$ cat config.mk
export PLATFORM = sky130hd
export DESIGN_NAME = move_scheduler
export DESIGN_NICKNAME = d
export VERILOG_FILES = /design/src/rtl/move_scheduler.sv
export SDC_FILE = /design/constraint.sdc
export NUM_CORES = 1
export LEC_CHECK = 0
export ABC_AREA = 0
export CORE_MARGIN = 8
export CORE_UTILIZATION = 35
export DETAILED_ROUTE_END_ITERATION = 6
export PLACE_DENSITY = 0.64
export SLEW_MARGIN = 20
export SYNTH_ARGS = -nofsm -noshare
export SYNTH_HDL_FRONTEND = slang
export SYNTH_SLANG_ARGS = --single-unit
$ cat constraint.sdc
create_clock -name clk -period 4.63 [get_ports clk]
set_clock_uncertainty 0.15 [all_clocks]
set_input_delay 1.389 -clock clk [delete_from_list [all_inputs] [get_ports clk]]
set_output_delay 1.389 -clock clk [all_outputs]
set_load 0.02 [all_outputs]
$ cat src/rtl/move_scheduler.sv
// Piece-movement sequencer for the 4x6 scroll grid: latches button and gravity requests,
// issues one move strobe at a time, and runs the lock handshake. Optional macro: ROUND_ROBIN_EN.
module move_scheduler #(
  parameter int GRAVITY_DIV   = 50_000_000,
  parameter int SETTLE_CYCLES = 4,
  parameter int CNT_W         = 26
) (
  input  logic clk,
  input  logic rst_n,
  input  logic btn_up,
  input  logic btn_down,
  input  logic btn_left,
  input  logic btn_right,
  input  logic up_en,
  input  logic down_en,
  input  logic left_en,
  input  logic right_en,
  input  logic lock_ack,
  output logic move_up,
  output logic move_down,
  output logic move_left,
  output logic move_right,
  output logic lock_req,
  output logic busy
);

  localparam int SET_W = (SETTLE_CYCLES > 1) ? $clog2(SETTLE_CYCLES) : 1;
  localparam logic [SET_W-1:0] SETTLE_LAST = SET_W'(SETTLE_CYCLES - 1);
  localparam logic [CNT_W-1:0] GRAV_LAST   = CNT_W'(GRAVITY_DIV - 1);

  typedef enum logic [1:0] {IDLE, MOVE, SETTLE, LOCK} state_t;

  // Button vectors are indexed down=0, left=1, right=2, up=3.
  logic [3:0] btnVec;
  logic [3:0] enVec;
  assign btnVec = {btn_up, btn_right, btn_left, btn_down};
  assign enVec  = {up_en, right_en, left_en, down_en};

  state_t           state, stateNext;
  logic [3:0]       pendBtn, pendBtnNext;
  logic             pendG, pendGNext;
  logic [CNT_W-1:0] gravCnt, gravCntNext;
  logic [SET_W-1:0] settleCnt, settleCntNext;
  logic [3:0]       moveReg, moveNext;
  logic             lockReqReg, busyReg;

  logic [3:0] clrBtn;
  logic       clrG;
  logic       flush;
  logic       gravWrap;
  logic       anyBtn;
  logic [1:0] sel;

  assign anyBtn   = |pendBtn;
  assign gravWrap = (state != LOCK) && (gravCnt == GRAV_LAST);

`ifdef ROUND_ROBIN_EN
  // rrPtr names the highest-priority button; the one just granted drops to lowest.
  logic [1:0] rrPtr, rrPtrNext;

  always_comb begin
    logic [1:0] idx;
    sel = 2'd0;
    idx = 2'd0;
    for (int off = 3; off >= 0; off--) begin
      idx = rrPtr + 2'(off);
      if (pendBtn[idx]) sel = idx;
    end
  end

  always_ff @(posedge clk or negedge rst_n) begin
    if (!rst_n) rrPtr <= 2'd0;
    else        rrPtr <= rrPtrNext;
  end
`else
  always_comb begin
    sel = 2'd0;
    for (int i = 3; i >= 0; i--) begin
      if (pendBtn[i]) sel = 2'(i);
    end
  end
`endif

  always_comb begin
    stateNext     = state;
    moveNext      = 4'b0000;
    clrBtn        = 4'b0000;
    clrG          = 1'b0;
    flush         = 1'b0;
    settleCntNext = settleCnt;
`ifdef ROUND_ROBIN_EN
    rrPtrNext     = rrPtr;
`endif
    case (state)
      IDLE: begin
        if (pendG) begin
          clrG = 1'b1;
          if (down_en) begin
            stateNext   = MOVE;
            moveNext[0] = 1'b1;
          end else begin
            stateNext = LOCK;
          end
        end else if (anyBtn) begin
          clrBtn[sel] = 1'b1;
`ifdef ROUND_ROBIN_EN
          rrPtrNext = sel + 2'd1;
`endif
          // A disabled direction silently drops the request.
          if (enVec[sel]) begin
            stateNext     = MOVE;
            moveNext[sel] = 1'b1;
          end
        end
      end
      MOVE: begin
        stateNext     = SETTLE;
        settleCntNext = '0;
      end
      SETTLE: begin
        if (settleCnt == SETTLE_LAST) stateNext = IDLE;
        else                          settleCntNext = settleCnt + 1'b1;
      end
      LOCK: begin
        if (lock_ack) begin
          flush     = 1'b1;
          stateNext = IDLE;
        end
      end
      default: stateNext = IDLE;
    endcase
  end

  // Set beats clear so a press landing on its own grant/flush cycle is kept.
  assign pendBtnNext = (pendBtn & ~clrBtn & {4{~flush}}) | btnVec;
  assign pendGNext   = (pendG & ~clrG & ~flush) | gravWrap;

  always_comb begin
    gravCntNext = gravCnt + 1'b1;
    if (state == LOCK || gravWrap) gravCntNext = '0;
  end

  always_ff @(posedge clk or negedge rst_n) begin
    if (!rst_n) begin
      state      <= IDLE;
      pendBtn    <= 4'b0000;
      pendG      <= 1'b0;
      gravCnt    <= '0;
      settleCnt  <= '0;
      moveReg    <= 4'b0000;
      lockReqReg <= 1'b0;
      busyReg    <= 1'b0;
    end else begin
      state      <= stateNext;
      pendBtn    <= pendBtnNext;
      pendG      <= pendGNext;
      gravCnt    <= gravCntNext;
      settleCnt  <= settleCntNext;
      moveReg    <= moveNext;
      lockReqReg <= (stateNext == LOCK);
      busyReg    <= (stateNext != IDLE);
    end
  end

  assign move_down  = moveReg[0];
  assign move_left  = moveReg[1];
  assign move_right = moveReg[2];
  assign move_up    = moveReg[3];
  assign lock_req   = lockReqReg;
  assign busy       = busyReg;

endmodule

# [Word-level counts from Yosys, hierarchy flattened]
# Index checks and enable logic that the tools add are counted.
[word_totals] reg_bits=41 out_inout_bits=6 elab_cells=68
[op_classes] add_sub_neg=2 order_cmp=2 n_eq_ne=8 mux=31 n_bitwise=9 n_reduce_logical=8
[op_table] op="adder 26 x 1 -> 26 bit, second input constant" count=1
[op_table] op="== test 26 bit, second input constant" count=1
[op_table] op="2-to-1 mux 26 bit" count=1
[op_table] op="2-to-1 mux 4 bit" count=6
[op_table] op="2-to-1 mux 2 bit" count=11
[op_table] op="AND 4 bit" count=2
[op_table] op="== test 2 bit, second input constant" count=4
[op_table] op="2-to-1 mux 1 bit" count=8
[op_table] op="one-hot mux 2 bit (4 select lines)" count=1
[op_table] op="!= test 2 bit, second input constant" count=2
[op_table] op="inverter 4 bit" count=1
[op_table] op="bitwise OR 4 bit" count=1
[op_table] op="one-hot mux 2 bit (2 select lines)" count=1
[op_table] op="nonzero test 2 bit" count=2
[op_table] op="OR reduction 4 bit" count=1
[op_table] op="less-than comparator 2 x 3 -> 1 bit, second input constant" count=1
[op_table] op="2-to-1 mux 3 bit" count=1
[op_table] op="adder 2 x 1 -> 2 bit, second input constant" count=1
[op_table] op="AND 1 bit" count=2
[op_table] op="binary-select mux 1 bit (select 2 bit)" count=1
[op_table] op="demux 1 bit (select 2 bit)" count=1
[op_table] op="== test 2 x 1 -> 1 bit, second input constant" count=1
[op_table] op="greater-or-equal comparator 2 x 1 -> 1 bit, second input constant" count=1
[op_table] op="logical AND 1 bit" count=2
[op_table] op="5 further kinds" count=6

# [Depth between registers and ports, before layout]
[logic_depth] ltp_word=15 depth_mapped=7

# [Worst setup path after synthesis]
# No wires, ideal clock.
[synth_path] path_kind="input to register" startpoint="input down_en" endpoint="register moveReg[1]" setup_time_ns=0.088 arrival_ns=2.263 path_slack_ns=2.129 cell_stages=4 path_buffers=0 path_cell_list="or3b_2 a21oi_1 nor3_1 nor3b_1"
[synth_via] elab_chain_len=6
[synth_rtl] element="start, declared" line="15" text="input logic down_en,"
[synth_rtl] element="binary-select mux 1 bit (select 2 bit)" line="110" text="if (enVec[sel]) begin"
[synth_rtl] element="2-to-1 mux 1 bit (not written as such)" line="110"
[synth_rtl] element="2-to-1 mux 4 bit" line="110"
[synth_rtl] element="2-to-1 mux 4 bit" line="104" text="end else if (anyBtn) begin"
[synth_rtl] element="2-to-1 mux 3 bit" line="96" text="if (pendG) begin"
[synth_rtl] element="2-to-1 mux 4 bit" line="94" text="case (state)"
[synth_rtl] element="net moveNext[1]" line="44" text="logic [3:0] moveReg, moveNext;"
[synth_rtl] element="end signal, assigned" line="159" text="moveReg <= moveNext;"
[synth_rtl] element="end, declared" line="44"
# The timed path passes the listed nets, and every way through them passes these cells. The select of a mux whose other input is x is not followed.
# A chain may end at the register's enable or synchronous reset.

# [Final worst setup path]
[layout_path] startpoint="input down_en" endpoint="register moveReg[3]"
# The elaborated chain is that of the path after synthesis.

==> flow_summary.toml <==
[status]
outcome = "finished, final reports clean"

[setup_path]
arrival_ns = 2.87
path_class = "in -> reg"
crit_chain = "clkdlybuf4s50_1 > or3b_2 > a21oi_1 > nor3_1 > nor3_1"
critPathMostFrequentCell = "nor3_1"
cp-start-kind = "input port"
critPathMaxFanout = 4
cp-end-kind = "register"
rr_worst_depth = 5
critPathMaxStageDelay_ns = 0.52
required_ns = 4.69
cp_slowest_cell = "clkdlybuf4s50_1"

[synthesis]
synth_ff_type = "dfrtp_1"
synthArstFlopShare = 1.000
syn_nets = 213
netlist_area_sq_um = 2083
synth_cell_types = 46
syn_area_per_cell_sq_um = 10.42
synth_top_area_share = 0.4925
synth_area_leaders = "dfrtp_1 49%, xor2_1 3.8%, a21oi_1 3.4%"
ys_ff_latch = 41
synth_edf_count = 0
syn_inst = 200
yosys_warnings = 0
yosysSeqAreaShare = 0.4925
synth_top_area_cell = "dfrtp_1"

[clocking]
root_buffer = "clkbuf_8"
worstSkewPairLatency_ns = 0.29
cts_resized = 0
clock_path_buffers = 2
htree_levels = 2
cts_tree = "done"
ctsHoldBuffers = 0
clk_pin_slew_worst_paths_ns = 0.08
cts_setup_buffers = 0
cts_sinks = 41
cts_inserted_buffers = 5

[detailed_routing]
antenna_left = 0
firstDrtPassIters = 4
num_vias = 1580
wl_per_cell_microns = 14.23
drt-initial-drc-count = 63
avgViaCountPerCell = 5.411
route.detailed.drc = 0
wl_microns = 4154

[power_and_ir_drop]
p_per_area_nw_per_um2 = 416.6
ir_worst_vdd_uv = 164.2
p_switching_uw = 321.3
cellLeakagePower_nw = 0.9753
switching_share = 0.3239
combPwrFrac = 0.250
internal-power_uw = 670.6
power.clock.fraction = 0.260
power_frac_seq = 0.490

[die]
rows = 28
dieHeight_microns = 93.15
start_util = 0.3561
dieArea_sq_um = 8677
core-area_sq_um = 5851
ioPinCount = 17
die_w_microns = 93.15

[final_layout]
finish.instance_area_sq_um = 2381
area_growth_pct = 14.29
n_antenna_cell = 0
drive_above_1_share = 0.1106
fillers = 586
multi_input_area_sq_um = 989.7
num-nets-final = 229
seq_area_sq_um = 1026

[timing]
final_max_slew_viol_count = 0
finalHoldViolations = 0
period_share = 0.6071
fmax_mhz = 355.8
setup_violations = 0
finalSetupTns_ns = 0
fin_crit_ns = 2.811
holdWs_ns = 0.3623
tightest_slew_ns = 1.018
worst_slew_margin_rel = 0.3211
rsz0062_at_grt = "no"

[global_routing]
grt_pass1_wl_microns = 7458
grt.total_usage = 0.1063
overflow = 0
grt_max_degree = 42
antenna_found_initial = 0
grt_pass1_vias = 1614

[min_path]
hold_path.class = "reg -> reg"
min_path_cells = 1

[job]
cap_violations = 0

[placement]
port_buffers = 16
gp_congestion = 0.7372
dp_hpwl_microns = 2832
postPlaceCellArea_sq_um = 2280
## final timing paths
check,startpoint,end,slack (ns)
setup reg to reg,gravCnt[0]$_DFF_PN0_,gravCnt[12]$_DFF_PN0_,2.16
setup / recovery,down_en,moveReg[3]$_DFF_PN0_,1.82
hold / removal,gravCnt[0]$_DFF_PN0_,gravCnt[0]$_DFF_PN0_,0.36
hold reg to reg,gravCnt[0]$_DFF_PN0_,gravCnt[0]$_DFF_PN0_,0.36
min in group asynchronous,rst_n,gravCnt[7]$_DFF_PN0_,1.07
max in group asynchronous,rst_n,pendBtn[0]$_DFF_PN0_,2.70
## layout by cell type (no fill, tap or decap), types with 3 or more instances in the layout
cell type,n
a21oi_1,14
a31o_2,3
and3_1,3
and4_1,4
clkbuf_8,7
clkdlybuf4s50_1,15
dfrtp_1,41
inv_1,4
nand2_1,12
nand2b_1,3
nand3_1,11
nand4_1,6
nor2_1,15
o21ai_0,9
o31ai_1,8
or3_1,7
or4_1,7
xor2_1,9
## cell type report
| type | instances | share of cell area |
|---|---|---|
| flip-flops and latches | 41 | 0.4309 |
| clock inverters | 1 | 0.002102 |
| repair buffers | 16 | 0.06516 |
| clock buffers | 7 | 0.04046 |
| multi-input cells | 148 | 0.4157 |
| inverters | 4 | 0.006306 |
| well taps | 75 | 0.03941 |
## synthesized netlist by cell type (2+ instances only)
master	instances
buf_2	3
nor4_1	2
nor3b_1	2
nand4_1	6
mux2i_1	2
inv_1	4
a31o_2	3
nand4_4	2
and3_1	3
ha_1	2
nand3_1	11
a21oi_1	14
nor3_1	2
o31ai_1	8
nor4b_1	2
xor2_1	9
buf_6	3
o22ai_1	2
nand2b_1	3
xnor2_1	2
or3_1	7
or4_1	7
and4_1	4
nor2_1	15
dfrtp_1	41
or2_2	2
nand2_1	12
o21ai_0	9
## power by group through the flow
stage	clock, mW	combinational, mW	sequential [mW]
final	0.258	0.248	0.486
after global routing	0.285	0.286	0.497
after CTS	0.268	0.253	0.486
after detailed placement	0	0.251	0.493
after global placement	0	0.247	0.491
after floorplan	0	0.196	0.475
## logic make-up after synthesis
logic type               share of synthesized area
AO/OA/AOI/OAI                               0.1405
XOR/XNOR                                   0.04625
adder cells (fa/ha/maj)                    0.01201
buffers and inverters                      0.03243
flip-flops                                  0.4925
multiplexers                               0.01502
AND/OR/NAND/NOR                             0.2613
## routing by layer
| layer | share of wire | track usage | vias to the layer above |
|---|---|---|---|
| met1 | 0.49 | 0.1299 | 772 |
| met2 | 0.47 | 0.1680 | 20 |
| met3 | 0.029 | 0.02724 | 5 |
| met5 | 0 | 0 | - |
| met4 | 0.018 | 0.05772 | 0 |
| li1 | - | - | 783 |
## state kept, by name, summed over array words and instances (netlist names)
register   count
moveReg        4
pendG          1
pendBtn        4
state          2
gravCnt       26
settleCnt      2
busy           1
lock_req       1
## metrics by stage
step | utilization | total power, mW | instances | worst slack, ns
after floorplan | - | 0.6715 | 200 | 2.129
after global placement | 0.3896 | 0.7377 | 284 | 1.552
after detailed placement | 0.3896 | 0.7441 | 284 | 1.510
after CTS | 0.4070 | 1.007 | 292 | 1.815
after global routing | 0.4070 | 1.068 | 292 | 1.700
final | 0.4070 | 0.9918 | 292 | 1.819
## worst max-delay path, delay by kind of cell
family | cells | cell delay [ns]
buffers and inverters | 1 | 0.52
AND/OR/NAND/NOR | 3 | 0.77
AO/OA/AOI/OAI | 1 | 0.19
Power figures use the tool's default switching activity.
